<file path="config.mk">
export PLATFORM = sky130hd
export DESIGN_NAME = cpx_stream_arbiter
export DESIGN_NICKNAME = d
export VERILOG_FILES = /design/src/rtl/cpx_stream_arbiter.sv
export SDC_FILE = /design/constraint.sdc
export NUM_CORES = 1
export LEC_CHECK = 0
export ABC_CLOCK_PERIOD_IN_PS = 4000
export CAP_MARGIN = 5
export CORE_ASPECT_RATIO = 0.9
export CORE_UTILIZATION = 64
export DETAILED_ROUTE_END_ITERATION = 12
export DONT_BUFFER_PORTS = 1
export PLACE_DENSITY = 0.85
export SYNTH_ARGS = -nofsm -noshare
export SYNTH_HDL_FRONTEND = slang
export SYNTH_SLANG_ARGS = --single-unit
</file>
<file path="constraint.sdc">
create_clock -name gclk -period 4 [get_ports gclk]
set_input_delay 0.2 -clock gclk [delete_from_list [all_inputs] [get_ports gclk]]
set_output_delay 0.2 -clock gclk [all_outputs]
set_load 0.05 [all_outputs]
</file>
<file path="src/rtl/cpx_stream_arbiter.sv">
// rtl/cpx_stream_arbiter.sv - packet-atomic two-source CPX word-stream arbiter (optional CPX_ARB_STRICT_PRIO_EN)
module cpx_stream_arbiter #(
    parameter int PKT_WORDS = 8,
    parameter int CNT_W     = 16
) (
    input  logic             gclk,
    input  logic             grst_l,
    input  logic             src0_valid,
    input  logic [31:0]      src0_data,
    output logic             src0_ready,
    input  logic             src1_valid,
    input  logic [31:0]      src1_data,
    output logic             src1_ready,
    output logic             cpx_valid,
    output logic [31:0]      cpx_data,
    output logic             cpx_ctl_valid,
    output logic [31:0]      cpx_ctl_data,
    input  logic             cpx_stall,
    output logic [1:0]       grant,
    output logic [CNT_W-1:0] pkt_cnt
);

    localparam int IDX_W = $clog2(PKT_WORDS);
    localparam logic [IDX_W-1:0] LAST_IDX = IDX_W'(PKT_WORDS - 1);

    typedef enum logic {
        ST_IDLE,
        ST_XFER
    } state_t;

    state_t           state_q, state_d;
    logic [1:0]       grant_q, grant_d;
    logic             last_q, last_d;
    logic [IDX_W-1:0] idx_q, idx_d;
    logic [CNT_W-1:0] cnt_q;
    logic             out_valid_q;
    logic [31:0]      out_data_q;
    logic [31:0]      out_ctl_q;

    logic             out_free;
    logic             accept;
    logic [31:0]      word;

    // The output register can take a new word when it is empty or its word leaves this cycle.
    // grant_q is 00 outside XFER, so both readies are 0 while idle.
    assign out_free   = !out_valid_q | !cpx_stall;
    assign src0_ready = grant_q[0] & out_free;
    assign src1_ready = grant_q[1] & out_free;
    assign accept     = ((grant_q[0] & src0_valid) | (grant_q[1] & src1_valid)) & out_free;
    assign word       = grant_q[1] ? src1_data : src0_data;

    assign cpx_valid     = out_valid_q;
    assign cpx_ctl_valid = out_valid_q;
    assign cpx_data      = out_data_q;
    assign cpx_ctl_data  = out_ctl_q;
    assign grant         = grant_q;
    assign pkt_cnt       = cnt_q;

    // State, grant, round-robin pointer and word index registers.
    always_ff @(posedge gclk) begin
        if (!grst_l) begin
            state_q <= ST_IDLE;
            grant_q <= 2'b00;
            last_q  <= 1'b1;
            idx_q   <= '0;
        end else begin
            state_q <= state_d;
            grant_q <= grant_d;
            last_q  <= last_d;
            idx_q   <= idx_d;
        end
    end

    // Arbitration in IDLE; packet word counting and release of the grant in XFER.
    always_comb begin
        state_d = state_q;
        grant_d = grant_q;
        last_d  = last_q;
        idx_d   = idx_q;
        case (state_q)
            ST_IDLE: begin
                if (src0_valid | src1_valid) begin
                    state_d = ST_XFER;
`ifdef CPX_ARB_STRICT_PRIO_EN
                    grant_d = src0_valid ? 2'b01 : 2'b10;
`else
                    if (src0_valid & src1_valid)
                        grant_d = last_q ? 2'b01 : 2'b10;
                    else
                        grant_d = src0_valid ? 2'b01 : 2'b10;
`endif
                end
            end
            ST_XFER: begin
                if (accept) begin
                    idx_d = idx_q + IDX_W'(1);
                    if (idx_q == LAST_IDX) begin
                        idx_d   = '0;
                        last_d  = grant_q[1];
                        grant_d = 2'b00;
                        state_d = ST_IDLE;
                    end
                end
            end
            default: begin
                state_d = ST_IDLE;
                grant_d = 2'b00;
            end
        endcase
    end

    // Registered output stage: load on accept, hold while stalled, drain when the word leaves.
    always_ff @(posedge gclk) begin
        if (!grst_l) begin
            out_valid_q <= 1'b0;
            out_data_q  <= '0;
            out_ctl_q   <= '0;
        end else if (accept) begin
            out_valid_q <= 1'b1;
            out_data_q  <= word;
            out_ctl_q   <= (idx_q == '0) ? 32'hFFFF_FFFF : 32'h0000_0000;
        end else if (!cpx_stall) begin
            out_valid_q <= 1'b0;
        end
    end

    // Completed-packet counter, bumped when the final word of a packet is accepted.
    always_ff @(posedge gclk) begin
        if (!grst_l)
            cnt_q <= '0;
        else if (accept && idx_q == LAST_IDX)
            cnt_q <= cnt_q + CNT_W'(1);
    end

endmodule

</file>
* Yosys cells after proc, flatten, opt, wreduce, memory -nomap -nowiden
Cells that the tools add are included.
** Word-level totals
- Input port bits :: 69
- Register bits after elaboration :: 88
- Output and inout bits :: 86
- Word-level logic and storage cells :: 48
** Operators by class
- Equal/unequal tests :: 5
- Multiplexer cells :: 16
- Bitwise operators :: 10
- Reduce and logical (&&, ||, !) cells :: 7
- $add $sub $neg :: 2
** Operator list (count)
- 2-to-1 mux 32 bit :: 2
- adder 16 x 1 -> 16 bit (second input constant) :: 1
- 2-to-1 mux 2 bit :: 6
- AND 1 bit :: 6
- != test 2 x 1 -> 1 bit (second input constant) :: 3
- AND reduction 3 bit :: 2
- 2-to-1 mux 1 bit :: 5
- one-hot mux 2 bit (2 select lines) :: 1
- adder 3 x 1 -> 3 bit (second input constant) :: 1
- equality test 3 bit (second input constant) :: 1
- logical NOT 3 bit :: 1
- 2-to-1 mux 3 bit :: 1
- OR 1 bit :: 3
- logical NOT 1 bit :: 2
- != test 2 bit (second input constant) :: 1
- one-hot mux 1 bit (2 select lines) :: 1
- AND reduction 2 bit :: 1
- logical AND 1 bit :: 1
- NOT 1 bit :: 1

* Depth between registers and ports, before layout
- Depth after elaboration :: 5
- Gate-level depth with buffers :: 6
- Mapped depth without buffers :: 6

* Worst setup path after synthesis
Ideal clock, no wire load.
- Path kind :: flip-flop to output port
- Start :: register grant_q[1] (netlist: grant[1])
- End :: output src1_ready
- Setup slack :: 2.031 ns
- Buffers on the path :: 2
- Stages on the path, launching flop included :: 4
- Arrival :: 1.769 ns
- Path through :: dfxtp_1 buf_4 buf_1 and2_1
** On the way
- Word-level cells in the longest chain between the ends :: 1
** RTL lines
- from (decl) :: line 32 : logic [1:0] grant_q, grant_d;
- from (signal assigned) :: line 68 : grant_q <= grant_d;
- AND 1 bit :: line 48 : assign src1_ready = grant_q[1] & out_free;
- to (decl) :: line 13 : output logic src1_ready,
Every way passes these cells.

* Worst setup path after layout
- Start :: register grant_q[0] (netlist: grant[0])
- End :: register out_data_q[11] (netlist: cpx_data[11])
** On the way
- Word-level cells in the longest chain between the ends :: 3
** RTL lines
- AND 1 bit :: line 49 : assign accept = ((grant_q[0] & src0_valid) | (grant_q[1] & src1_valid)) & out_free;
- OR 1 bit :: line 49
- AND 1 bit :: line 49
- to (signal assigned) :: line 120 : out_data_q <= word;
- to (decl) :: line 37 : logic [31:0] out_data_q;
Every way passes these cells.
A chain may end at the register's enable or synchronous reset.

==> metrics.yaml <==
crit_family: "compound AO/OA/AOI/OAI gates"
total_power_mw: 1.52
first_global_vias: 1857
seq_area_mm2: 0.00115
pre_cts_slack_ns: 1.39
antenna_found_initial: 0
yosysWarnings: 0
swShare_pct: 32.0
crit_path_top_delay_cell: "a21oi_4"
min_period_ns: 2.64
pwr-share-seq_pct: 46.5
yosys.area_share.adder_pct: 2.20
critPathBufInv: 1
cts_tree: "yes"
vdd.ir_drop.worst_mv: 0.313
core_mm2: 0.00416
wirelength_mm: 5.68
reg2reg_to: "cpx_data[11]"
synth_cell_types: 34
p_comb_share_pct: 13.5
crit_required_ns: 4.22
row_count: 22
post-cts-setup-buffers: 0
r2r_setup_slack_ns: 1.36
num-fill-cells: 309
gp_congestion: 0.721
clk_pin_slew_ns: 0.06
area_delta_synth_final_pct: 2.38
worst_setup_path_start_kind: "flop"
slowest_delay_ns: 0.85
synth-seq-cells: 57
min_period_over_period_pct: 66.1
synth_area_mm2: 0.00284
crit_end: "cpx_data[11]"
root_buffer: "clkbuf_8"
top_level_ports: 155
worstSetupEndpointType: "flop"
hold_class: "primary input to flop"
die_area_mm2: 0.00471
r2r_start: "grant[0]"
drive_gt1_share_pct: 9.93
vias: 2065
internal_power_mw: 1.03
multi_input_area_mm2: 0.00137
synth-xor-area-share_pct: 2.16
clock_sinks: 57
switchingPower_uw: 487
clkPwrFrac_pct: 40.0
cts_made_buffers: 9
synth_top_family_by_area: "simple AND/OR/NAND/NOR gates"
die_w_um: 72.3
maxSlewHeadroom_pct: 23.1
final_hold_viol_count: 0
crit_fanout: 48
grt_util_all_layers_pct: 24.1
overflow: 0
cp_data_arrival_time_ns: 2.86
cts_resized: 0
cp_cell_sequence: "a22oi_1 > a21oi_4 > buf_4 > nor2_1 > a211oi_1"
drtAntennaViolNets: 0
power_leakage_nw: 0.997
synth_cells: 310
synthMuxAreaShare_pct: 11.6
max_slew.worst_pin.slew_ns: 1.15
htree_levels: 3
syn_avg_cell_area_um2: 9.17
tns_ns: 0
drc: 0
num_antenna_cells: 0
drt_first_pass_iters: 4
io_buffers: 0
dr.first_iter.drc_count: 63
crit_type: "flop to flop"
clock_skew_ns: 0.00579
crit_start: "grant[0]"
r2r_cells: 5
rsz0062_at_grt: "no"
crit_cells: 5
synth_compound_area_share_pct: 15.9
avgRoutedWirePerCell_um: 16.6
synth-seq-area-share_pct: 40.1
cts_hold_buf: 1
status: "finished, final reports clean"
clock.fmax_ghz: 0.378
p_per_area_mw_per_mm2: 523
grt_max_degree: 56
syn_nets: 384
grt_pass1_wl_mm: 8.62
die_h_um: 65.2
clockBufferDepth: 2
finalMaxSlewViolations: 0
synth-simple-area-share_pct: 16.0
drv_cap: 0
finalSetupViolations: 0
clk_latency_ns: 0.33
layout.nets: 351
dp_hpwl_mm: 3.95
viasPerCell: 6.04
worst_slack_ns: 1.36
initial_utilization_pct: 68.4
## sequential cells by signal, summed over array words and instances, names as in the netlist
signal and flops:
pkt_cnt 16, grant 2, last_q 1, cpx_ctl_data 1, cpx_ctl_valid 1, state_q 1
idx_q 3, cpx_data 32
## kinds of logic after synthesis
family | count (synthesis)
AO/OA/AOI/OAI | 65
adder cells (fa/ha/maj) | 5
flip-flops | 57
AND/OR/NAND/NOR | 90
multiplexers | 33
buffers and inverters | 53
XOR/XNOR | 7
## power by group through the flow
stage | Sequential [mW] | Combinational [mW] | Clock, mW
2_1_floorplan | 0.719 | 0.210 | 0
3_3_place_gp | 0.719 | 0.200 | 0
3_5_place_dp | 0.720 | 0.204 | 0
4_1_cts | 0.708 | 0.206 | 0.618
5_1_grt | 0.710 | 0.220 | 0.651
6_report | 0.708 | 0.205 | 0.608
## cell usage in the layout (no fill, tap or decap), types with 2 or more instances in the layout
cell       count
nand3_2        2
dfxtp_1       55
o31ai_1        4
and2_1         3
buf_4          2
nor2_1        41
nand4_1        5
or4_1          4
nand4_2        2
mux2i_1       33
inv_1          3
clkbuf_1       2
bufinv_16      2
and4_1         3
a211oi_1      32
and3_1         2
o21ai_0        6
nand3_1        6
clkbuf_8       9
a21oi_1       17
xor2_1         7
ha_1           5
nand2_1       14
or3_1          5
## layout make-up
class                   count  share of cell area [%]
flip-flops and latches     57                    39.4
clock buffers              12                    5.37
inverters                   4                   0.516
multi-input cells         200                    47.1
repair buffers              5                    2.49
clock inverters             4                    2.54
well taps                  60                    2.58
## worst min path at each step
stage | endpoint | slack (ns) | start | depth (start not counted)
CTS | grant[0] | 0.002 | src0_valid | 2
detailed placement | last_q | 0.27 | grst_l | 1
finish | grant[0] | 0.01 | src0_valid | 2
global placement | last_q | 0.26 | grst_l | 1
floorplan | last_q | 0.26 | grst_l | 1
global route | state_q | 0.01 | grst_l | 1
## metrics by stage
| step | hold slack (ns) | instances | utilization (%) | area (um^2) |
|---|---|---|---|---|
| 3_3_place_gp | 0.265 | 325 | 64.2 | 2670 |
| 2_1_floorplan | 0.262 | 310 | - | 2840 |
| 5_1_grt | 0.0119 | 342 | 70.0 | 2910 |
| 6_report | 0.0143 | 342 | 70.0 | 2910 |
| 3_5_place_dp | 0.272 | 325 | 64.2 | 2670 |
| 4_1_cts | 0.00200 | 342 | 70.0 | 2910 |
## synthesized netlist by cell type
| cell | number | area (um^2) |
|---|---|---|
| nand3_1 | 6 | 30.0 |
| a22oi_1 | 1 | 7.51 |
| inv_2 | 1 | 3.75 |
| a211oi_1 | 32 | 240 |
| buf_6 | 1 | 11.3 |
| o311a_1 | 1 | 10.0 |
| buf_1 | 1 | 3.75 |
| a21boi_4 | 1 | 18.8 |
| and2_1 | 3 | 18.8 |
| a22o_4 | 1 | 17.5 |
| dfxtp_1 | 57 | 1140 |
| nand3b_1 | 1 | 7.51 |
| nand3_2 | 2 | 20.0 |
| clkbuf_1 | 5 | 18.8 |
| or3b_1 | 1 | 8.76 |
| o31ai_1 | 4 | 30.0 |
| nor2_1 | 41 | 154 |
| xor2_1 | 7 | 61.3 |
| or4_1 | 4 | 30.0 |
| nand2_1 | 14 | 52.6 |
| and4_1 | 3 | 26.3 |
| o21ai_0 | 6 | 30.0 |
| buf_2 | 9 | 45.0 |
| and3_1 | 2 | 12.5 |
| inv_1 | 3 | 11.3 |
| buf_4 | 33 | 248 |
| nand2b_1 | 1 | 6.26 |
| a21oi_1 | 18 | 90.1 |
| ha_1 | 5 | 62.6 |
| or3_1 | 5 | 31.3 |
| mux2i_1 | 33 | 330 |
| a21boi_0 | 1 | 7.51 |
| nand4_2 | 2 | 25.0 |
| nand4_1 | 5 | 31.3 |
## per-layer routing
layer	wire length, um	vias up	share of wire (%)	global-route usage (%)
li1	-	1020	-	-
met1	2210	939	39	26.0
met2	2890	94	51	42.6
met3	471	12	8.3	9.20
met4	106	0	1.9	9.31
met5	0	-	0	0
## worst reg2reg max path: cells and delay by family (launching register included)
family	cells	cell delay (ns)
flip-flops	1	0.72
AND/OR/NAND/NOR	1	0.06
AO/OA/AOI/OAI	3	1.38
buffers and inverters	1	0.38
(Power assumes the default switching activity.)
